--- src/rtl/cva5_types.sv ---
// Shared types for the custom-unit arbiter slice: instruction ID type, result
// buffer entry, arbiter FSM state encoding and a small one-hot helper.
package cva5_types;

  // Upper bound on requesters that can share one custom datapath.
  localparam int CUSTOM_ARB_MAX_REQ = 8;
  localparam int CUSTOM_ARB_IDX_W   = $clog2(CUSTOM_ARB_MAX_REQ);

  // Instruction ID carried alongside each operation.
  localparam int ID_W = 4;
  typedef logic [ID_W-1:0] id_t;

  // One buffered datapath result waiting for writeback.
  typedef struct packed {
    id_t         id;
    logic [31:0] result;
  } custom_arb_entry_t;

  // Arbiter FSM: IDLE accepts work, BUSY waits for the datapath.
  typedef enum logic {
    ARB_IDLE = 1'b0,
    ARB_BUSY = 1'b1
  } arb_state_t;

  // Convert a requester index into a one-hot vector of maximum width.
  function automatic logic [CUSTOM_ARB_MAX_REQ-1:0] idx_onehot(
    input logic [CUSTOM_ARB_IDX_W-1:0] idx
  );
    idx_onehot      = '0;
    idx_onehot[idx] = 1'b1;
  endfunction

endpackage

--- src/rtl/custom_result_fifo.sv ---
// Result buffer between the custom datapath and writeback. Power-of-two
// depth, pointers wrap naturally, occupancy kept in a count one bit wider
// than the pointers so full and empty are distinguishable.
// A push is accepted while full if a pop happens in the same cycle; a pop
// on an empty buffer is ignored.
module custom_result_fifo
  import cva5_types::*;
#(
  parameter int DEPTH = 4
) (
  input  logic                     clk,
  input  logic                     rst,
  input  logic                     push,
  input  custom_arb_entry_t        push_data,
  input  logic                     pop,
  output custom_arb_entry_t        head,
  output logic                     full,
  output logic                     empty,
  output logic [$clog2(DEPTH):0]   count
);

  localparam int PTR_W = $clog2(DEPTH);

  custom_arb_entry_t mem [DEPTH];
  logic [PTR_W-1:0]  wr_ptr;
  logic [PTR_W-1:0]  rd_ptr;
  logic [PTR_W:0]    count_q;
  logic              do_push;
  logic              do_pop;

  assign do_pop  = pop && !empty;
  assign do_push = push && (!full || do_pop);

  assign full  = (count_q == (PTR_W+1)'(DEPTH));
  assign empty = (count_q == '0);
  assign count = count_q;
  assign head  = mem[rd_ptr];

  // Pointer and occupancy bookkeeping; simultaneous push/pop leaves count unchanged.
  always_ff @(posedge clk) begin
    if (!rst) begin
      wr_ptr  <= '0;
      rd_ptr  <= '0;
      count_q <= '0;
    end else begin
      if (do_push) wr_ptr <= wr_ptr + 1'b1;
      if (do_pop)  rd_ptr <= rd_ptr + 1'b1;
      case ({do_push, do_pop})
        2'b10:   count_q <= count_q + 1'b1;
        2'b01:   count_q <= count_q - 1'b1;
        default: count_q <= count_q;
      endcase
    end
  end

  // Storage array; contents are don't-care until written.
  always_ff @(posedge clk) begin
    if (do_push) mem[wr_ptr] <= push_data;
  end

endmodule

--- src/rtl/custom_unit_arbiter.sv ---
// Arbiter that lets NUM_REQ requesters share one multi-cycle custom datapath.
// One operation is in flight at a time. Results are buffered with their
// instruction ID and handed to writeback through a done/ack handshake.
//
// Handshake rules: a request transfers on a cycle where req_valid[i] and
// req_ready[i] are both high (req_ready is one-hot and combinational from
// req_valid); a writeback entry transfers on a cycle where wb_done and
// wb_ack are both high, and wb_id/wb_rd hold steady until that happens.
//
// Build option: define CUSTOM_ARB_FIXED_PRIORITY_EN for fixed priority
// (lowest index wins); otherwise arbitration is round-robin starting one
// past the last granted requester.
module custom_unit_arbiter
  import cva5_types::*;
#(
  parameter int NUM_REQ    = 2,
  parameter int FIFO_DEPTH = 4
) (
  input  logic                      clk,
  input  logic                      rst,
  input  logic [NUM_REQ-1:0]        req_valid,
  output logic [NUM_REQ-1:0]        req_ready,
  input  id_t  [NUM_REQ-1:0]        req_id,
  input  logic [NUM_REQ-1:0][31:0]  req_rs1,
  input  logic [NUM_REQ-1:0][31:0]  req_rs2,
  output logic                      dp_start,
  output logic [31:0]               dp_rs1,
  output logic [31:0]               dp_rs2,
  input  logic                      dp_done,
  input  logic [31:0]               dp_result,
  output logic                      wb_done,
  output id_t                       wb_id,
  output logic [31:0]               wb_rd,
  input  logic                      wb_ack,
  output arb_state_t                dbg_state
);

  localparam int IDX_W = $clog2(NUM_REQ);
  localparam int CNT_W = $clog2(FIFO_DEPTH) + 1;

  arb_state_t        state_q;
  arb_state_t        state_d;
  logic [IDX_W-1:0]  grant_idx;
  logic              grant_found;
  logic              grant_window;
  logic              room;
  logic              accept;
  id_t               op_id_q;

  logic              push;
  custom_arb_entry_t push_data;
  custom_arb_entry_t head;
  logic              fifo_full;
  logic              fifo_empty;
  logic [CNT_W-1:0]  fifo_count;

  // A completion only counts while an operation is outstanding.
  assign push = (state_q == ARB_BUSY) && dp_done;

  // Grants happen in IDLE, or in the cycle BUSY finishes so a new operation
  // can follow the previous one without a bubble.
  assign grant_window = (state_q == ARB_IDLE) || push;

  // The granted operation must have a buffer slot when it completes; count
  // this cycle's push but not this cycle's pop so wb_ack never reaches req_ready.
  assign room = !fifo_full && !(push && (fifo_count == CNT_W'(FIFO_DEPTH - 1)));

  // Reset gates the grant so nothing is accepted while rst is low.
  assign accept = rst && grant_window && room && grant_found;

`ifdef CUSTOM_ARB_FIXED_PRIORITY_EN
  // Fixed priority: the lowest-indexed valid requester wins.
  always_comb begin
    grant_found = 1'b0;
    grant_idx   = '0;
    for (int i = NUM_REQ - 1; i >= 0; i--) begin
      if (req_valid[i]) begin
        grant_found = 1'b1;
        grant_idx   = IDX_W'(i);
      end
    end
  end
`else
  logic [IDX_W-1:0] last_grant_q;
  logic [IDX_W:0]   rr_cand;

  // Round-robin: scan from last_grant+1 with wrap, first valid requester wins.
  always_comb begin
    grant_found = 1'b0;
    grant_idx   = '0;
    rr_cand     = '0;
    for (int i = 0; i < NUM_REQ; i++) begin
      rr_cand = {1'b0, last_grant_q} + (IDX_W+1)'(i + 1);
      if (rr_cand >= (IDX_W+1)'(NUM_REQ)) rr_cand = rr_cand - (IDX_W+1)'(NUM_REQ);
      if (!grant_found && req_valid[rr_cand[IDX_W-1:0]]) begin
        grant_found = 1'b1;
        grant_idx   = rr_cand[IDX_W-1:0];
      end
    end
  end

  // Remember the last winner; reset points at the top index so requester 0 goes first.
  always_ff @(posedge clk) begin
    if (!rst) last_grant_q <= IDX_W'(NUM_REQ - 1);
    else if (accept) last_grant_q <= grant_idx;
  end
`endif

  // One-hot ready towards the granted requester only.
  always_comb begin
    req_ready = '0;
    if (accept) req_ready = NUM_REQ'(idx_onehot(CUSTOM_ARB_IDX_W'(grant_idx)));
  end

  // FSM state register.
  always_ff @(posedge clk) begin
    if (!rst) state_q <= ARB_IDLE;
    else      state_q <= state_d;
  end

  // FSM next state: IDLE->BUSY on accept, BUSY->IDLE on completion unless re-granted.
  always_comb begin
    state_d = state_q;
    case (state_q)
      ARB_IDLE: if (accept) state_d = ARB_BUSY;
      ARB_BUSY: if (dp_done) state_d = accept ? ARB_BUSY : ARB_IDLE;
      default:  state_d = ARB_IDLE;
    endcase
  end

  // Start pulse follows the accept edge by one cycle and lasts one cycle.
  always_ff @(posedge clk) begin
    if (!rst) dp_start <= 1'b0;
    else      dp_start <= accept;
  end

  // Capture the winner's operands and ID; they hold until the next accept.
  always_ff @(posedge clk) begin
    if (accept) begin
      dp_rs1  <= req_rs1[grant_idx];
      dp_rs2  <= req_rs2[grant_idx];
      op_id_q <= req_id[grant_idx];
    end
  end

  assign push_data = '{id: op_id_q, result: dp_result};

  custom_result_fifo #(
    .DEPTH (FIFO_DEPTH)
  ) u_fifo (
    .clk       (clk),
    .rst       (rst),
    .push      (push),
    .push_data (push_data),
    .pop       (wb_ack),
    .head      (head),
    .full      (fifo_full),
    .empty     (fifo_empty),
    .count     (fifo_count)
  );

  assign wb_done   = !fifo_empty;
  assign wb_id     = head.id;
  assign wb_rd     = head.result;
  assign dbg_state = state_q;

endmodule

--- config.mk ---
export PLATFORM = sky130hd
export DESIGN_NAME = custom_unit_arbiter
export DESIGN_NICKNAME = d
export VERILOG_FILES = /design/src/rtl/cva5_types.sv /design/src/rtl/custom_result_fifo.sv /design/src/rtl/custom_unit_arbiter.sv
export SDC_FILE = /design/constraint.sdc
export NUM_CORES = 1
export LEC_CHECK = 0
export ABC_AREA = 1
export CAP_MARGIN = 20
export CORE_MARGIN = 3
export CORE_UTILIZATION = 50
export CTS_CLUSTER_SIZE = 10
export DETAILED_ROUTE_END_ITERATION = 10
export PLACE_DENSITY = 0.83
export SLEW_MARGIN = 5
export SYNTH_ARGS = -nofsm -noshare
export SYNTH_HDL_FRONTEND = slang
export SYNTH_SLANG_ARGS = --single-unit
export TNS_END_PERCENT = 50
--- constraint.sdc ---
create_clock -name clk -period 5.3 [get_ports clk]
set_input_delay 0.795 -clock clk [delete_from_list [all_inputs] [get_ports clk]]
set_output_delay 0.795 -clock clk [all_outputs]
set_load 0.05 [all_outputs]
# ---- After elaboration in Yosys (flattened, before gate mapping)
# Memories as Yosys holds them, arrays and structs flattened. A register that Yosys moved wholly into a read port is not among the register bits.
# Cells that the tools add are included.
# W data, S select, Z words.
dict set report op_classes {
  bitwise_logic 1
  n_eq_ne 4
  add_sub_neg 8
  magnitude_cmp 7
  n_mux 27
  n_reduce_logical 18
}
# operator n
set ops {}
lappend ops {{$mux W32} 4}
lappend ops {{$mux W1} 15}
lappend ops {{$logic_and A1 B1 Y1} 10}
lappend ops {{$mux W4} 2}
lappend ops {{$lt A1 B2 Y1 const B} 3}
lappend ops {{$mux W2} 3}
lappend ops {{$pmux W3 S2} 1}
lappend ops {{$add A2 B1 Y2 const B} 2}
lappend ops {{$ge A2 B2 Y1 const B} 2}
lappend ops {{$logic_not A1 Y1} 4}
lappend ops {{$lt A1 B4 Y1 const B} 1}
lappend ops {{$add A3 B1 Y3 const B} 1}
lappend ops {{$eq A3 B2 Y1 const B} 1}
lappend ops {{$eq A3 B3 Y1 const B} 1}
lappend ops {{$logic_not A3 Y1} 1}
lappend ops {{$sub A3 B1 Y3 const B} 1}
lappend ops {{$add A1 B1 Y2 const B} 1}
lappend ops {{$add A1 B2 Y2 const B} 1}
lappend ops {{$eq A2 B1 Y1 const B} 1}
lappend ops {{$eq A2 B2 Y1 const B} 1}
lappend ops {{$logic_or A1 B1 Y1} 2}
lappend ops {{$pmux W1 S2} 1}
lappend ops {{$reduce_bool A2 Y1} 1}
lappend ops {{$sub A1 B1 Y1 const B} 2}
lappend ops {{other kinds (3)} 3}
dict set report word_totals {
  mem_bits_rw 144
  mem_count 1
  wordCells 75
  output_inout_bits 105
  regBits 78
}
# name words word_bits read_ports rd_ports_with_merged_regs wr line
set memory_table {}
lappend memory_table {u_fifo.mem 4 36 1 1 1 custom_result_fifo.sv:24} ;# custom_arb_entry_t mem [DEPTH];

# ---- Depth between registers and ports, before layout
dict set report logic_depth {
  depth_word 14
  ltp_mapped 13
}

# ---- Hierarchy
# Synthesis repeated with hierarchy kept, for this count alone.
dict set report unflattened {
  hier_cells 741
  hier_area_um2 8934.8
}
# mod area_each_um2 n_inst cells_each
set modules_own_cells {}
lappend modules_own_cells {custom_result_fifo 5879.4 1 422}
lappend modules_own_cells {custom_unit_arbiter 3055.4 1 319}

# ---- Worst setup path after synthesis
# Ideal clock, no wire load.
dict set report synth_path {
  path_kind {input -> register}
  startpoint {input port dp_done}
  endpoint {memory u_fifo.mem[0][0] (netlist name), enable pin}
  stages 4
  slack_ns 2.254
  arrival_time_ns 2.617
  required_time_ns 4.871
  setup_time_ns 0.429
  n_path_buf 0
  path_cell_list {nand2_1 inv_1 nand2_1 nor2_1}
}
dict set report synth_between {
  elab_chain_cells 4
}
# item line
set synth_lines {}
lappend synth_lines {{start, declared} custom_unit_arbiter.sv:29} ;# input logic dp_done,
lappend synth_lines {{$logic_and A1 B1 Y1} custom_unit_arbiter.sv:58} ;# assign push = (state_q == ARB_BUSY) && dp_done;
lappend synth_lines {{$logic_and A1 B1 Y1} custom_result_fifo.sv:32} ;# assign do_push = push && (!full || do_pop);
lappend synth_lines {{$mux W1} custom_result_fifo.sv:58} ;# if (do_push) mem[wr_ptr] <= push_data;
lappend synth_lines {{$mux W1 (not written as such)} custom_result_fifo.sv:58}
lappend synth_lines {{end, declared} custom_result_fifo.sv:24}
# No other way between the ends.

# ---- Worst setup path in the final report
dict set report layout_path {
  startpoint {input port rst}
  endpoint {output port req_ready[0]}
}
dict set report layout_between {
  elab_chain_cells 4
}
# item line
set layout_lines {}
lappend layout_lines {{start, declared} custom_unit_arbiter.sv:20} ;# input logic rst,
lappend layout_lines {{$logic_and A1 B1 Y1 (3 in a row)} custom_unit_arbiter.sv:69} ;# assign accept = rst && grant_window && room && grant_found;
lappend layout_lines {{$mux W2} custom_unit_arbiter.sv:112} ;# if (accept) req_ready = NUM_REQ'(idx_onehot(CUSTOM_ARB_IDX_W'(grant_idx)));
lappend layout_lines {{end, declared} custom_unit_arbiter.sv:22} ;# output logic [NUM_REQ-1:0] req_ready,
# No other way between the ends.

==> impl_results.md <==
* Cell row count at 47
* Arrival time worst endpoint at about 2.9 ns
* Worst-path maximum fanout at 9
* Max Slew Vio Count at 0
* Share of synthesized cell area in full adder, half adder and majority cells at 0.939%
* Worst R2R Setup Slack at 2.91 ns
* Cells along the critical path: clkdlybuf4s50_1 -> nand2_1 -> nor2_1 -> nand3_1 -> nor2_1 -> clkdlybuf4s50_1
* Placement Setup Slack at roughly 1.6 ns
* Share of synthesized cell area in and, or, nand and nor gates at about 14%
* P&R area growth vs syn at 43.1%
* CTS tree: done
* Via count at 6442
* Number of distinct standard cells referenced by the synthesized netlist at 20
* Slowest library cell on the worst path: clkdlybuf4s50_1
* Worst slew margin relative to its limit at roughly 45%
* Sink count of the clock tree at 224
* Pin count of the biggest net entering global routing at 73
* Static Leakage at 4.72 nW
* CTS max path bufs at 3
* Area of the die at between 0.015 and 0.02 sq mm
* Cell area after layout at around 0.013 sq mm
* Result of the run: finished clean
* Via count of the first global-routing pass at 6243
* Classification of the worst-slack hold path: reg -> reg
* Number of maximum-capacitance constraint violations at 0
* Combinational family with the most area after synthesis: simple AND/OR/NAND/NOR gates
* Buf+Inv Stages, Crit Path at 2
* Multiplexer share of the synthesized area at 0%
* CTS root buf: clkbuf_16
* End-of-flow core utilization at 74.6%
* WP data required at 4.51 ns
* Width of the chip at 139 microns
* Detailed Route WL at 22.6 mm
* Highest ir drop seen on vdd at 0.000314 V
* CTS H-Tree Depth at 1
* Final Hold Fails at 0
* Synth Instances at 728
* Post-detailed-placement half-perimeter wirelength at 14.9 mm
* Post-route setup TNS at 0 ns
* Area share of xor/xnor cells in the synthesized design at 0.0995%
* Sequential fraction of the synthesis area at 75.1%
* Kind of launch point of the worst setup path: input port
* Count of nets after finishing at 1188
* Area after DPL at 0.0118 sq mm
* Total of cells resized after clock tree synthesis at 0
* Crit path kind: in -> out
* Worst-Skew Late Latency at 0.51 ns
* Final setup viols at 0
* Port Buffers at around 280
* Final routed wire length divided by cell count at 18.2 microns
* Top cell type's share of synthesized area at 72.4%
* Share of cells above drive strength 1 at 4.81%
* Top-level I/O count at roughly 280
* Number of synthesized register bits at approximately 220
* Die span in y at approximately 140 microns
* Overflow left after global routing at 0
* Syn Std Cell Area at 0.00880 sq mm
* Achievable frequency at 269 MHz
* # fillers at 1060
* Number of warnings reported in the yosys synthesis log at 0
* Worst Tran Pin Value at 0.832 ns
* Net count after synthesis at 908
* Met2 usage at 39.9%
* Clock input transition at the sequential cells of the worst setup and hold paths at 0.06 ns
* Kind of end point of the critical path: output pin
* Post-detailed-route via-to-cell ratio at 5.19
* Most heavily used metal layer in global routing: met2
* Global-route track usage on met3 at 7.03%
* Number of antenna-violating nets in the routed design at 0
* Total setup buffers inserted after CTS at 0
* Family of cells with the greatest summed delay on the critical path: buffers and inverters
* Most frequent standard cell in the layout excluding fill and tap cells: clkdlybuf4s50_1
* Main area contributors after synthesis: edfxtp_1, nand2_1, o21ai_0, nor2_1, dfxtp_1
* Setup ws final at 1.58 ns
* RSZ-0062 raised after global routing: no
* Biggest area consumer among synthesized cells: edfxtp_1
* Drt initial violations at 379
* Crit-path max cell delay at 0.84 ns
* Cell area power density at 416 mW/mm^2
* Final clock period utilization by the worst path at 70.2%
* Total GRT Usage at roughly 22%
* Starting density of the core at 52.1%
* Num CTS Buffers at 26
* CTS Hold Bufs at 0
* Average cell area after synthesis at 12.1 sq um
* Startpoint of the worst register-to-register path: u_fifo.count[0]$_SDFFE_PN0P_
* Met1 capacity usage during global routing at 25.9%
* Global-route wire length before repair at 33.8 mm
* Placeable core area at 0.0169 sq mm
* Compound-gate portion of the synthesized area at 7.30%
* Detailed-route DRC error count at 0
* Initial antenna violation count at 2
* Worst clock skew at 0.0180 ns
* Most frequent cells in the layout: clkdlybuf4s50_1, nand2_1, edfxtp_1
* Gpl congestion at 0.831
* Min Tclk post-route at 3.72 ns
* Pre-antenna DRT Iters at 5
* Critical Path Start: rst
* Source of the worst hold timing path: u_fifo.count[0]$_SDFFE_PN0P_
==> worst paths after layout <==
| check | to | cells after the start |
|---|---|---|
| worst max-delay path | req_ready[0] | 6 |
| worst min register to register | u_fifo.count[0]$_SDFFE_PN0P_ | 1 |
| worst min-delay path | u_fifo.count[0]$_SDFFE_PN0P_ | 1 |
| worst max register to register | u_fifo.count[2]$_SDFFE_PN0P_ | 12 |
==> cells by family after synthesis <==
logic type | count (synthesis)
adders and majority gates | 6
AOI/OAI and AO/OA | 117
DFF | 224
xor gates and xnor gates | 1
and+or+nand+nor | 317
buffers and inverters | 63
==> metrics by stage <==
stage / instances / power [W] / hold WS (ns)
2_1_floorplan: 728 / 0.00315 / 0.422
3_3_place_gp: 1197 / 0.00370 / 0.439
3_5_place_dp: 1197 / 0.00373 / 0.442
4_1_cts: 1236 / 0.00527 / 0.450
5_1_grt: 1241 / 0.00544 / 0.492
6_report: 1241 / 0.00524 / 0.451
==> power by group <==
part	internal, W	switching [W]	total (W)	leakage, nW
logic	0.000525	0.00108	0.00161	2.32
clock network	0.000917	0.000621	0.00154	0.350
registers	0.00206	0.0000348	0.00210	2.05
==> sequential cells by signal (all words and copies together) (netlist names), named ones only <==
signal / count
dp_rs2: 32
last_grant_q: 1
u_fifo.count: 3
dp_rs1: 32
op_id_q: 4
dbg_state: 1
u_fifo.rd_ptr: 2
u_fifo.mem: 144
u_fifo.wr_ptr: 2
dp_start: 1
==> cell usage after synthesis <==
library cell,count
xor2_1,1
clkbuf_1,21
buf_2,15
inv_1,24
nand3_1,6
o21ai_0,66
nand2_1,222
nand3b_1,1
a21oi_1,5
or2_2,1
o21ai_1,9
a21oi_4,1
inv_2,2
buf_1,1
o22ai_1,36
fa_1,1
ha_1,5
dfxtp_1,12
nor2_1,87
edfxtp_1,212
==> metal layers <==
| metal | part of all wire, % | vias up |
|---|---|---|
| met5 | 0 | - |
| met1 | 36 | 3036 |
| li1 | - | 3081 |
| met3 | 9.5 | 41 |
| met2 | 51 | 284 |
| met4 | 3.0 | 0 |
==> final cells by class <==
class                      count  area (sq um)  share of cell area, %
sequential                   224          6610                   52.5
timing repair buffer         289          2920                   23.2
multi-input combinational    441          1970                   15.6
clock buffer                  37           713                   5.66
tap                          220           275                   2.19
inverter                      26          97.6                  0.775
clock inverter                 2          8.76                 0.0696
antenna                        2          5.00                 0.0397
Power figures use the tool's default switching activity.
